--- src/rtl/wb_select_pipe.sv ---
// Registered write-back source selector with valid/ready output stage, per-source
// ready gating, and sticky bad-selector / wait-timeout error flags.
module wb_select_pipe #(
    parameter int DATA_W    = 32,
    parameter int N_SRC     = 8,
    parameter int SEL_W     = 4,
    parameter int CONST_IDX = 1,
    parameter int CONST_VAL = 227,
    parameter int TIMEOUT   = 64
) (
    input  logic                    clk,
    input  logic                    reset_n,
    input  logic                    in_valid,
    output logic                    in_ready,
    input  logic [SEL_W-1:0]        in_sel,
    input  logic [N_SRC*DATA_W-1:0] src_data,
    input  logic [N_SRC-1:0]        src_rdy,
    output logic                    out_valid,
    input  logic                    out_ready,
    output logic [DATA_W-1:0]       out_data,
    output logic [SEL_W-1:0]        out_sel,
    output logic                    sel_err,
    output logic                    timeout_err,
    input  logic                    err_clr
);

    localparam int               CNT_W    = $clog2(TIMEOUT + 1);
    localparam logic [CNT_W-1:0] CNT_MAX  = CNT_W'(TIMEOUT);
    localparam logic [SEL_W-1:0] SEL_LAST = SEL_W'(N_SRC);

    logic              sel_bad;
    logic [SEL_W-1:0]  idx;
    logic [DATA_W-1:0] sel_data;
    logic              eff_rdy;
    logic              accept;
    logic              stall;
    logic              timeout_hit;
    logic [CNT_W-1:0]  wait_cnt;

    // Out-of-range selectors fall back to the last channel and are flagged.
    always_comb begin
        sel_bad  = (in_sel == '0) || (in_sel > SEL_LAST);
        idx      = sel_bad ? SEL_W'(N_SRC - 1) : (in_sel - SEL_W'(1));
        sel_data = '0;
        eff_rdy  = 1'b0;
        for (int k = 0; k < N_SRC; k++) begin
            if (idx == SEL_W'(k)) begin
                if (k == CONST_IDX) begin
                    // The constant channel ignores its own data and ready lanes.
                    sel_data = DATA_W'(CONST_VAL) | (src_data[k*DATA_W +: DATA_W] & '0);
                    eff_rdy  = 1'b1 | src_rdy[k];
                end else begin
                    sel_data = src_data[k*DATA_W +: DATA_W];
                    eff_rdy  = src_rdy[k];
                end
            end
        end
    end

    assign in_ready    = eff_rdy & (~out_valid | out_ready);
    assign accept      = in_valid & in_ready;
    assign stall       = in_valid & ~eff_rdy;
    assign timeout_hit = stall && (wait_cnt == (CNT_MAX - CNT_W'(1)));

    always_ff @(posedge clk or negedge reset_n) begin
        if (!reset_n) begin
            out_valid   <= 1'b0;
            out_data    <= '0;
            out_sel     <= '0;
            sel_err     <= 1'b0;
            timeout_err <= 1'b0;
            wait_cnt    <= '0;
        end else begin
            if (accept) begin
                out_data  <= sel_data;
                out_sel   <= in_sel;
                out_valid <= 1'b1;
            end else if (out_valid && out_ready) begin
                out_valid <= 1'b0;
            end

            // Only source stalls count; output back-pressure leaves the counter alone.
            if (stall) begin
                if (wait_cnt != CNT_MAX) begin
                    wait_cnt <= wait_cnt + CNT_W'(1);
                end
            end else if (accept || !in_valid) begin
                wait_cnt <= '0;
            end

            sel_err     <= (accept & sel_bad) | (sel_err & ~err_clr);
            timeout_err <= timeout_hit | (timeout_err & ~err_clr);
        end
    end

endmodule
--- config.mk ---
export PLATFORM = sky130hd
export DESIGN_NAME = wb_select_pipe
export DESIGN_NICKNAME = d
export VERILOG_FILES = /design/src/rtl/wb_select_pipe.sv
export SDC_FILE = /design/constraint.sdc
export NUM_CORES = 1
export LEC_CHECK = 0
export ABC_AREA = 0
export BUFFER_PORTS_ARGS = -buffer_cell sky130_fd_sc_hd__buf_4
export CAP_MARGIN = 30
export CORE_AREA = 2 2 122 124
export CTS_CLUSTER_DIAMETER = 100
export CTS_CLUSTER_SIZE = 40
export DETAILED_ROUTE_END_ITERATION = 6
export DIE_AREA = 0 0 124 126
export SYNTH_ARGS = -nofsm -noshare
export SYNTH_HDL_FRONTEND = slang
export SYNTH_SLANG_ARGS = --single-unit
--- constraint.sdc ---
create_clock -name clk -period 6.2 [get_ports clk]
set_input_delay 1.24 -clock clk [delete_from_list [all_inputs] [get_ports clk]]
set_output_delay 1.24 -clock clk [all_outputs]
set_load 0.005 [all_outputs]
# Yosys cells after proc, flatten, opt, wreduce, memory -nomap -nowiden
# Cells that the tools add are included.
dict set report totals {
  register_bits 46
  ram_bits 0
  wordCells 63
  out_inout_bits 40
  rom_bits 0
  latchBits 0
  memories 0
  inputBits 273
}
dict set report classes {
  magnitude_cmp 1
  mul 0
  addsub 2
  eq_ne 10
  muxes 22
  bitwise 12
  n_shift 0
  n_reduce_logical 10
  div 0
}
# op count
set ops {}
lappend ops {{$mux W32} 8}
lappend ops {{$mux W7} 3}
lappend ops {{$eq A4 B3 Y1 const B} 4}
lappend ops {{$mux W1} 10}
lappend ops {{$eq A4 B2 Y1 const B} 2}
lappend ops {{$logic_not A4 Y1} 2}
lappend ops {{$add A7 B1 Y7 const B} 1}
lappend ops {{$eq A7 B6 Y1 const B} 1}
lappend ops {{$ne A7 B7 Y1 const B} 1}
lappend ops {{$and A1 B1 Y1} 6}
lappend ops {{$eq A4 B1 Y1 const B} 1}
lappend ops {{$gt A4 B4 Y1 const B} 1}
lappend ops {{$mux W4} 1}
lappend ops {{$reduce_bool A2 Y1} 2}
lappend ops {{$sub A4 B1 Y4 const B} 1}
lappend ops {{$not A1 Y1} 3}
lappend ops {{$or A1 B1 Y1} 3}
lappend ops {{$logic_and A1 B1 Y1} 2}
lappend ops {{$logic_or A1 B1 Y1} 2}
lappend ops {{$ne A2 B1 Y1 const B} 1}
lappend ops {{$reduce_and A2 Y1} 1}
lappend ops {{$logic_not A1 Y1} 1}

# Depth between registers and ports, before layout
# Gate-level depths: netlist of the first run.
dict set report logic_depth {
  word_depth 17
  mapped_depth 13
  mapped_depth_nobuf 8
}

# Worst setup path after synthesis of the first run
# No wires, ideal clock.
dict set report synth_timing {
  kind {input-to-output}
  start {input port in_sel[0]}
  end {output port in_ready}
  t_required_ns 4.960
  stages 11
  path_buffers 4
  arrival_ns 3.497
  setup_slack_ns 1.463
  path_cell_list {buf_2 inv_1 ha_1 buf_2 or3b_4 a2111oi_4 a2bb2o_4 a311o_1 buf_6 clkbuf_1 nor2_1}
}
dict set report synth_via {
  elab_chain_len 13
  elab_cells_between_ends 22
  cone_classes {add/sub (1); order compare (1); eq/ne (7); mux (9); bitwise (1); reduce/logical (3)}
}
# item line_no
set synth_lines {}
lappend synth_lines {{from (decl)} 15} ;# input logic [SEL_W-1:0] in_sel,
lappend synth_lines {{$gt A4 B4 Y1 / $logic_not A4 Y1 (equally long branches)} 42} ;# sel_bad = (in_sel == '0) || (in_sel > SEL_LAST);
lappend synth_lines {{$logic_or A1 B1 Y1} 42}
lappend synth_lines {{$mux W4 *} 43} ;# idx = sel_bad ? SEL_W'(N_SRC - 1) : (in_sel - SEL_W'(1));
lappend synth_lines {{$logic_not A4 Y1} 47} ;# if (idx == SEL_W'(k)) begin
lappend synth_lines {{$mux W1 (7 in a row)} 47}
lappend synth_lines {{$mux W1 *} 47}
lappend synth_lines {{$and A1 B1 Y1 *} 60} ;# assign in_ready = eff_rdy & (~out_valid | out_ready);
lappend synth_lines {{to (decl)} 14} ;# output logic in_ready,
# Mark *: on every way between the ends. The rest lies on a longest branch, timed or not.

# Final worst setup path of the first run
# Ends and elaborated chain as after synthesis.

==> impl_table.tex, run 1 <==
\begin{tabular}{lr}
\hline
Metric & Value \\
\hline
\multicolumn{2}{l}{\textbf{Outcome}} \\
Run status & complete, no violations \\
\multicolumn{2}{l}{\textbf{Placement}} \\
Routability cong. & 0.877 \\
Port Buffers & 279 \\
Post-Place Setup Slack & 1.16 ns \\
Instance count after placement with tap cells included & 850 \\
DP Wirelength & 14300 um \\
\multicolumn{2}{l}{\textbf{Global route}} \\
Wire length of the first global-routing pass & 25700 um \\
GRT overflow & 0 \\
Initial antenna violation count & 9 \\
Maximum number of pins on one net before global-route repair & 47 \\
Via count of the first global-routing pass & 4670 \\
GR Util All Layers & 22.0\% \\
\multicolumn{2}{l}{\textbf{STA}} \\
Maximum clock rate & 197 MHz \\
Slew of the pin with the lowest slew margin & 0.911 ns \\
Tmin final & 5.08 ns \\
Worst hold margin & 0.489 ns \\
Period Utilization, post-route & 81.9\% \\
Worst path setup slack after routing & 1.12 ns \\
Worst clock skew on the final layout & 0.00771 ns \\
RSZ-0062 raised after global routing & no \\
Slew HR & 39.1\% \\
Pins over their slew limit & 0 \\
Setup\_tns & 0 ns \\
Final Hold Vio Count & 0 \\
Total setup violations reported at the end of the flow & 0 \\
\multicolumn{2}{l}{\textbf{Synthesis}} \\
Synth unique cells & 56 \\
Mapped Nets & 690 \\
Synthesis warning total & 0 \\
Main combinational cell family by area after synthesis & compound AO/OA/AOI/OAI gates \\
Post-Syn Area & 3690 um2 \\
Synthesized netlist cell count & 414 \\
Async S/R FF share, synth & 100\% \\
Adder-Cell Fraction of Synth Area & 1.02\% \\
Average size of a mapped cell & 8.92 um2 \\
Synth Flop Type & dfrtp\_1 \\
Synthesis-stage register bit count & 46 \\
Simple-Gate Fraction of Synth Area & 15.8\% \\
Compound-gate portion of the synthesized area & 26.1\% \\
Number of flops mapped to enable cells by yosys & 0 \\
Synthesized-area fraction occupied by xor and xnor cells & 0.712\% \\
Proportion of synthesized chip area in sequential cells & 31.2\% \\
Mux share of post-synthesis cell area & 19.6\% \\
\multicolumn{2}{l}{\textbf{CTS}} \\
Quantity of hold-fixing buffers added after cts & 0 \\
Root Buffer & clkbuf\_16 \\
Clock buffer count from CTS & 5 \\
Insertion delay of the later-clocked pin in the worst-skew pair & 0.29 ns \\
Reg clk slew, reported paths & 0.07 ns \\
Count of clock tree sinks & 46 \\
Maximum count of clock buffers along a single path & 2 \\
Depth of the CTS H-tree & 2 \\
TritonCTS clock tree & yes \\
Post-CTS Repair Setup Buffers & 0 \\
CTS resizes & 0 \\
\multicolumn{2}{l}{\textbf{Worst setup path}} \\
Kind of critical path & primary input to primary output \\
CP Capture Type & primary output \\
Slowest cell on the critical path & a311o\_1 \\
Ordered cell list for the critical path & buf\_4 > inv\_1 > ha\_2 > or4bb\_1 > a211oi\_1 > a2bb2oi\_1 > a311o\_1 > nor2\_1 > buf\_4 \\
Critical path fanouts, max & 19 \\
Data arrival at the endpoint of the critical path & 3.84 ns \\
Critical register-to-register path startpoint & out\_valid \\
Critical path's largest stage delay & 0.65 ns \\
Depth of the worst register-to-register path & 4 \\
Data required, critical path & 4.96 ns \\
Slack of the worst reg-to-reg path & 4.06 ns \\
Critical path launch point type & primary input \\
R2R Path End & out\_data[6] \\
Most numerous cell on the critical path & buf\_4 \\
\multicolumn{2}{l}{\textbf{Routing}} \\
WL per Instance & 20.5 um \\
Post-detailed-route DRC marker count & 0 \\
Pre-antenna DRT Iters & 5 \\
Routed wire length & 17700 um \\
Antenna Violating Nets Remaining & 0 \\
Via Count & 4493 \\
Starting DRC count in detailed routing & 144 \\
Average vias per placed instance & 5.20 \\
\multicolumn{2}{l}{\textbf{Hold path}} \\
Startpoint of the most critical hold path & out\_data[10] \\
Number of stages on the worst hold path & 1 \\
Worst hold path endpoint & out\_data[10] \\
Worst min-delay path category & register to register \\
\multicolumn{2}{l}{\textbf{Power}} \\
Leakage Power & 2.90 nW \\
Power density normalized to cell area & 210 nW/um2 \\
Maximum ir drop on the vdd rail & 0.000141 V \\
\multicolumn{2}{l}{\textbf{Floorplanning}} \\
Site Rows & 44 \\
Area of the core & 14300 um2 \\
Overall die area & 15600 um2 \\
Io pins & 313 \\
Initial Util & 25.8\% \\
Die extent in y & 126 um \\
Width of the chip & 124 um \\
\multicolumn{2}{l}{\textbf{Cells and area}} \\
Share of post-route cells with drive strength above 1 & 48.0\% \\
P\&R area growth vs syn & 66.0\% \\
Net count reported at finish & 950 \\
Final standard cell count with taps included and fillers excluded & 864 \\
Filler cell count & 1483 \\
\multicolumn{2}{l}{\textbf{Flow run}} \\
Maximum Capacitance Violations & 0 \\
\hline
\end{tabular}
[cell families (layout without fill, tap and decap cells)]
group,count (synthesis),after routing
AO/OA/AOI/OAI,133,133
XOR/XNOR,3,3
adder cells (fa/ha/maj),3,3
buffers and inverters,46,307
flip-flops,46,46
multiplexers,66,66
other,0,5
AND/OR/NAND/NOR,117,117
[sequential cells by signal (all words and copies together) (netlist names)]
register	flops
out_data	32
out_sel	4
out_valid	1
sel_err	1
timeout_err	1
wait_cnt	7
[critical path: cells and delay by family]
| family | cells | cell delay [ns] |
|---|---|---|
| AO/OA/AOI/OAI | 3 | 1.12 |
| buffers and inverters | 3 | 0.43 |
| adder cells (fa/ha/maj) | 1 | 0.28 |
| AND/OR/NAND/NOR | 2 | 0.75 |
[how the worst max path moves through the flow]
stage | startpoint | endpoint | slack [ns] | depth (start not counted)
5_1_grt | in_sel[0] | in_ready | 0.97 | 9
3_5_place_dp | in_sel[0] | in_ready | 1.16 | 9
6_report | in_sel[0] | in_ready | 1.12 | 9
4_1_cts | in_sel[0] | in_ready | 1.17 | 9
3_3_place_gp | in_sel[0] | in_ready | 1.26 | 9
2_1_floorplan | in_sel[0] | in_ready | 1.46 | 11
[synth_stat cells, drive strengths merged (3+ instances only)]
| master | count | area share, % |
|---|---|---|
| a21oi | 32 | 4.3 |
| a2111oi | 7 | 2.3 |
| mux2i | 28 | 7.6 |
| o21ai | 8 | 1.1 |
| o211ai | 7 | 1.4 |
| inv | 10 | 1.0 |
| nand3 | 35 | 4.7 |
| a22o | 5 | 1.2 |
| a22oi | 55 | 11 |
| nand2 | 15 | 1.5 |
| dfrtp | 46 | 31 |
| clkbuf | 23 | 2.3 |
| nor2 | 38 | 3.9 |
| ha | 3 | 1.0 |
| a211oi | 8 | 1.6 |
| or3b | 3 | 0.78 |
| nor3 | 7 | 1.3 |
| nor2b | 5 | 0.85 |
| buf | 12 | 2.2 |
| mux2 | 38 | 12 |
[where the power goes]
group / internal, mW / switching, mW / total (mW)
clock network: 0.151 / 0.126 / 0.277
logic: 0.336 / 0.223 / 0.559
registers: 0.396 / 0.0547 / 0.450
[per-layer routing]
| metal | vias up | track usage, % | wire, um | part of all wire [%] |
|---|---|---|---|---|
| met5 | - | 0 | 27 | 0.15 |
| met4 | 4 | 4.82 | 318 | 1.8 |
| met3 | 28 | 8.97 | 1930 | 11 |
| met2 | 211 | 38.5 | 8550 | 48 |
| met1 | 2139 | 24.9 | 6860 | 39 |
| li1 | 2111 | - | - | - |
[placed cells by master, fill, tap and decap left out, drive strengths merged, types with 5 or more instances in the layout]
master / instances
buf: 288
a22oi: 55
dfrtp: 46
nor2: 38
mux2: 38
nand3: 35
a21oi: 32
mux2i: 28
nand2: 15
inv: 11
o21ai: 8
a211oi: 8
o211ai: 7
nor3: 7
a2111oi: 7
diode: 5
nor2b: 5
a22o: 5
clkbuf: 5
[metrics by stage]
step	util [%]	instance area [um2]	total power, mW
after floorplan	-	3690	0.668
after global placement	41.5	5940	1.01
after detailed placement	41.5	5940	1.02
after CTS	42.6	6090	1.31
after global routing	42.7	6120	1.37
final	42.8	6130	1.29
[cell type report]
cell class | count | area, um2 | area share (%)
multi-input cells | 322 | 2360 | 38.6
flip-flops and latches | 46 | 1150 | 18.8
inverters | 11 | 41.3 | 0.673
well taps | 184 | 230 | 3.76
diodes | 5 | 12.5 | 0.204
repair buffers | 288 | 2180 | 35.6
clock buffers | 5 | 125 | 2.04
clock inverters | 3 | 23.8 | 0.388
(Power assumes the default switching activity.)
==> inputs of run 2 (changes only) <==
- CORE_AREA: 2 2 122 124 -> 2 2 123 125
- DIE_AREA: 0 0 124 126 -> 0 0 125 127
- clock period: 6.2 -> 4.8 ns (I/O delays scaled with it)
==> impl_table.tex, run 2 (synthesized netlist as in run 1, its figures left out) <==
\begin{tabular}{lr}
\hline
Metric & Value \\
\hline
\multicolumn{2}{l}{\textbf{Placement}} \\
Instance count after placement with tap cells included & 854 \\
Routability cong. & 0.882 \\
Port Buffers & 279 \\
Cell area reported after detailed placement & 5970 um2 \\
DP Wirelength & 13500 um \\
\multicolumn{2}{l}{\textbf{STA}} \\
Maximum clock rate & 244 MHz \\
Period Utilization, post-route & 85.2\% \\
Tmin final & 4.09 ns \\
Worst clock skew on the final layout & 0.00996 ns \\
Pins over their slew limit & 0 \\
Total setup violations reported at the end of the flow & 0 \\
Setup\_tns & 0 ns \\
RSZ-0062 raised after global routing & no \\
Slew of the pin with the lowest slew margin & 0.969 ns \\
Slew HR & 35.2\% \\
Final Hold Vio Count & 0 \\
\multicolumn{2}{l}{\textbf{Power}} \\
Part of the total power dissipated in combinational logic & 43.3\% \\
Switching component of the power & 528 uW \\
Leakage Power & 2.90 nW \\
Clock share of power & 22.0\% \\
Fraction of power consumed by sequential logic & 34.7\% \\
Power density normalized to cell area & 273 nW/um2 \\
Cell internal pwr & 1.14 mW \\
Maximum ir drop on the vdd rail & 0.000148 V \\
Overall power after layout & 1.67 mW \\
Share of total power consumed by net switching & 31.6\% \\
\multicolumn{2}{l}{\textbf{CTS}} \\
Count of clock tree sinks & 46 \\
Depth of the CTS H-tree & 2 \\
Root Buffer & clkbuf\_16 \\
Post-CTS Repair Setup Buffers & 0 \\
Quantity of hold-fixing buffers added after cts & 0 \\
Insertion delay of the later-clocked pin in the worst-skew pair & 0.30 ns \\
TritonCTS clock tree & yes \\
Reg clk slew, reported paths & 0.07 ns \\
Maximum count of clock buffers along a single path & 2 \\
Clock buffer count from CTS & 5 \\
CTS resizes & 0 \\
\multicolumn{2}{l}{\textbf{Worst setup path}} \\
Kind of critical path & primary input to primary output \\
Slack of the worst reg-to-reg path & 3.05 ns \\
Critical register-to-register path startpoint & out\_valid \\
Capturing element of the worst setup path & in\_ready \\
Critical path launch point type & primary input \\
Critical path fanouts, max & 15 \\
R2R Path End & out\_sel[0] \\
Data required, critical path & 3.84 ns \\
CP Capture Type & primary output \\
Critical path startpoint & in\_sel[0] \\
Data arrival at the endpoint of the critical path & 3.13 ns \\
Depth of the worst register-to-register path & 3 \\
\multicolumn{2}{l}{\textbf{Routing}} \\
Antenna Violating Nets Remaining & 0 \\
Via Count & 4419 \\
Average vias per placed instance & 5.11 \\
Starting DRC count in detailed routing & 247 \\
WL per Instance & 19.4 um \\
Post-detailed-route DRC marker count & 0 \\
Pre-antenna DRT Iters & 4 \\
Routed wire length & 16800 um \\
\multicolumn{2}{l}{\textbf{Cells and area}} \\
Net count reported at finish & 953 \\
Final instance area & 6130 um2 \\
Register with the most flip-flops & out\_data \\
Utilization after layout & 42.5\% \\
Most used cells in the layout excluding fill and tap cells & buf\_4, a22oi\_1, dfrtp\_1 \\
Final standard cell count with taps included and fillers excluded & 864 \\
Share of post-route cells with drive strength above 1 & 48.2\% \\
Leading registers by flop count & out\_data: 32 flops, wait\_cnt: 7 flops, out\_sel: 4 flops \\
P\&R area growth vs syn & 65.9\% \\
Flip-flop count of the largest register after layout & 32 \\
Commonest non-fill, non-tap cell in the layout & buf\_4 \\
\multicolumn{2}{l}{\textbf{Global route}} \\
Initial antenna violation count & 2 \\
Maximum number of pins on one net before global-route repair & 47 \\
GRT overflow & 0 \\
GR Util All Layers & 20.7\% \\
Via count of the first global-routing pass & 4631 \\
Wire length of the first global-routing pass & 25600 um \\
\multicolumn{2}{l}{\textbf{Hold path}} \\
Worst min-delay path category & register to register \\
\multicolumn{2}{l}{\textbf{Floorplanning}} \\
Io pins & 313 \\
Initial Util & 25.6\% \\
Width of the chip & 125 um \\
Overall die area & 15900 um2 \\
Site Rows & 44 \\
Area of the core & 14400 um2 \\
Die extent in y & 127 um \\
\multicolumn{2}{l}{\textbf{Flow run}} \\
Maximum Capacitance Violations & 0 \\
\multicolumn{2}{l}{\textbf{Outcome}} \\
Run status & complete, no violations \\
\hline
\end{tabular}
-- run 2: power by group through the flow --
| stage | Combinational (mW) | Sequential, mW | Clock [mW] |
|---|---|---|---|
| global route | 0.790 | 0.597 | 0.399 |
| finish | 0.724 | 0.579 | 0.367 |
| detailed placement | 0.735 | 0.586 | 0 |
| global placement | 0.730 | 0.578 | 0 |
| floorplan | 0.276 | 0.587 | 0 |
| CTS | 0.736 | 0.579 | 0.383 |
-- run 2: worst min-delay path by stage --
stage | start | to | slack [ns] | depth (start not counted)
after floorplan | out_data[19] | out_data[19] | 0.48 | 1
after global placement | out_data[27] | out_data[27] | 0.47 | 1
after detailed placement | out_data[22] | out_data[22] | 0.48 | 1
after CTS | out_data[23] | out_data[23] | 0.49 | 1
after global routing | out_data[19] | out_data[19] | 0.52 | 1
final | out_data[22] | out_data[22] | 0.49 | 1
-- run 2: per-layer routing --
layer	wire length (um)	share of wire, %	track usage [%]
met5	0	0	0
met4	403	2.4	6.67
met3	1270	7.5	5.40
met2	8680	52	38.4
met1	6450	38	23.0
-- run 2: final cells by class --
cell class / count / area, um2
clock inverter: 3 / 23.8
antenna: 2 / 5.00
multi-input combinational: 322 / 2360
sequential: 46 / 1150
timing repair buffer: 291 / 2180
clock buffer: 5 / 125
tap: 184 / 230
inverter: 11 / 41.3
fill: 1405 / 8300
-- run 2: stage by stage --
| stage | hold WS [ns] | worst slack, ns |
|---|---|---|
| floorplan | 0.483 | 0.623 |
| global placement | 0.471 | 0.768 |
| detailed placement | 0.478 | 0.700 |
| CTS | 0.495 | 0.704 |
| global route | 0.518 | 0.538 |
| finish | 0.490 | 0.709 |
-- run 2: worst max-delay path, cell delays in order --
cell,delay [ns]
buf_4,0.17
inv_1,0.09
ha_2,0.34
buf_4,0.26
clkinv_1,0.31
o211ai_1,0.26
a21oi_1,0.12
a311o_1,0.31
nor2_1,0.17
buf_4,0.14
==> inputs of run 3 (changes only) <==
- REMOVE_ABC_BUFFERS: unset -> 1
==> impl_table.tex, run 3 (synthesized netlist as in run 1, its figures left out) <==
\begin{tabular}{lr}
\hline
Metric & Value \\
\hline
\multicolumn{2}{l}{\textbf{Placement}} \\
DP Wirelength & 12200 um \\
Routability cong. & 0.897 \\
Cell area reported after detailed placement & 5970 um2 \\
Port Buffers & 279 \\
\multicolumn{2}{l}{\textbf{STA}} \\
Final Hold Vio Count & 0 \\
Period Utilization, post-route & 85.2\% \\
Slew of the pin with the lowest slew margin & 0.950 ns \\
Worst clock skew on the final layout & 0.00902 ns \\
Tmin final & 4.09 ns \\
Slew HR & 36.5\% \\
Maximum clock rate & 245 MHz \\
Setup\_tns & 0 ns \\
Total setup violations reported at the end of the flow & 0 \\
RSZ-0062 raised after global routing & no \\
Pins over their slew limit & 0 \\
\multicolumn{2}{l}{\textbf{Power}} \\
Share of total power consumed by net switching & 30.5\% \\
Maximum ir drop on the vdd rail & 0.000158 V \\
Cell internal pwr & 1.15 mW \\
Part of the total power dissipated in combinational logic & 43.6\% \\
Power density normalized to cell area & 270 nW/um2 \\
Fraction of power consumed by sequential logic & 34.7\% \\
Leakage Power & 2.90 nW \\
Overall power after layout & 1.66 mW \\
Clock share of power & 21.7\% \\
Switching component of the power & 506 uW \\
\multicolumn{2}{l}{\textbf{Cells and area}} \\
Share of post-route cells with drive strength above 1 & 48.2\% \\
Net count reported at finish & 952 \\
Utilization after layout & 42.5\% \\
Most used cells in the layout excluding fill and tap cells & buf\_4, a22oi\_1, dfrtp\_1 \\
Diode insertion count for antenna repair & 0 \\
P\&R area growth vs syn & 65.9\% \\
Leading registers by flop count & out\_data: 32 flops, wait\_cnt: 7 flops, out\_sel: 4 flops \\
Commonest non-fill, non-tap cell in the layout & buf\_4 \\
Register with the most flip-flops & out\_data \\
Final instance area & 6130 um2 \\
Filler cell count & 1447 \\
Flip-flop count of the largest register after layout & 32 \\
\multicolumn{2}{l}{\textbf{Worst setup path}} \\
Critical path fanouts, max & 15 \\
Ordered cell list for the critical path & buf\_4 > inv\_1 > ha\_2 > buf\_4 > clkinv\_1 > o211ai\_1 > a21oi\_1 > a311o\_1 > nor2\_1 > buf\_4 \\
Kind of critical path & primary input to primary output \\
Slowest cell on the critical path & ha\_2 \\
R2R Path End & out\_sel[3] \\
Slack of the worst reg-to-reg path & 3.02 ns \\
CP Capture Type & primary output \\
Critical path's largest stage delay & 0.33 ns \\
Most numerous cell on the critical path & buf\_4 \\
Critical register-to-register path startpoint & out\_valid \\
Depth of the worst register-to-register path & 3 \\
Data arrival at the endpoint of the critical path & 3.13 ns \\
Critical path startpoint & in\_sel[0] \\
Critical path launch point type & primary input \\
Data required, critical path & 3.84 ns \\
\multicolumn{2}{l}{\textbf{Routing}} \\
Via Count & 4481 \\
Post-detailed-route DRC marker count & 0 \\
Average vias per placed instance & 5.20 \\
Starting DRC count in detailed routing & 156 \\
Pre-antenna DRT Iters & 4 \\
Routed wire length & 15900 um \\
WL per Instance & 18.5 um \\
Antenna Violating Nets Remaining & 0 \\
\multicolumn{2}{l}{\textbf{Floorplanning}} \\
Site Rows & 44 \\
Initial Util & 25.6\% \\
Die extent in y & 127 um \\
Width of the chip & 125 um \\
Overall die area & 15900 um2 \\
Area of the core & 14400 um2 \\
Io pins & 313 \\
\multicolumn{2}{l}{\textbf{Global route}} \\
GRT overflow & 0 \\
Maximum number of pins on one net before global-route repair & 47 \\
GR Util All Layers & 19.1\% \\
Via count of the first global-routing pass & 4793 \\
Wire length of the first global-routing pass & 24400 um \\
Initial antenna violation count & 0 \\
\multicolumn{2}{l}{\textbf{CTS}} \\
Quantity of hold-fixing buffers added after cts & 0 \\
Post-CTS Repair Setup Buffers & 0 \\
Maximum count of clock buffers along a single path & 2 \\
Root Buffer & clkbuf\_16 \\
Insertion delay of the later-clocked pin in the worst-skew pair & 0.29 ns \\
Depth of the CTS H-tree & 2 \\
Clock buffer count from CTS & 5 \\
CTS resizes & 0 \\
TritonCTS clock tree & yes \\
Count of clock tree sinks & 46 \\
Reg clk slew, reported paths & 0.06 ns \\
\multicolumn{2}{l}{\textbf{Hold path}} \\
Startpoint of the most critical hold path & out\_data[23] \\
Number of stages on the worst hold path & 1 \\
Worst hold path endpoint & out\_data[23] \\
Worst min-delay path category & register to register \\
\multicolumn{2}{l}{\textbf{Flow run}} \\
Maximum Capacitance Violations & 0 \\
\multicolumn{2}{l}{\textbf{Outcome}} \\
Run status & complete, no violations \\
\hline
\end{tabular}
[run 3: power by group through the flow]
stage | Combinational [mW] | Sequential (mW) | Clock, mW
floorplan | 0.259 | 0.587 | 0
global placement | 0.721 | 0.577 | 0
detailed placement | 0.728 | 0.583 | 0
CTS | 0.730 | 0.576 | 0.371
global route | 0.780 | 0.590 | 0.387
finish | 0.721 | 0.575 | 0.360
[run 3: stage by stage]
step                setup slack (ns)  std cells  hold slack (ns)
finish                         0.710        861            0.489
global route                   0.479        861            0.509
CTS                            0.685        861            0.493
detailed placement             0.690        853            0.478
global placement               0.729        853            0.471
floorplan                     -0.348        379            0.483
[run 3: layout make-up]
class	count	area (um2)	area share (%)
Clock buffer	6	139	2.27
Clock inverter	2	12.5	0.204
Sequential cell	46	1150	18.8
Inverter	11	41.3	0.674
Tap cell	184	230	3.76
Multi-Input combinational cell	322	2370	38.8
Timing Repair Buffer	290	2180	35.5
[run 3: layer usage]
metal  wire length, um  global-route usage, %
met1              6340                   21.9
met2              8070                   34.8
met3              1150                   4.52
met4               391                   6.80
met5                 0                      0
[run 3: critical path, delay by kind of cell]
kind / cells / cell delay (ns)
buffers and inverters: 5 / 1.00
AO/OA/AOI/OAI: 3 / 0.66
adder cells (fa/ha/maj): 1 / 0.33
AND/OR/NAND/NOR: 1 / 0.16
[run 3: worst max path at each step]
| stage | to | slack [ns] |
|---|---|---|
| 6_report | in_ready | 0.71 |
| 5_1_grt | in_ready | 0.48 |
| 4_1_cts | in_ready | 0.68 |
| 3_5_place_dp | in_ready | 0.69 |
| 3_3_place_gp | in_ready | 0.73 |
| 2_1_floorplan | out_data[0] | -0.35 |
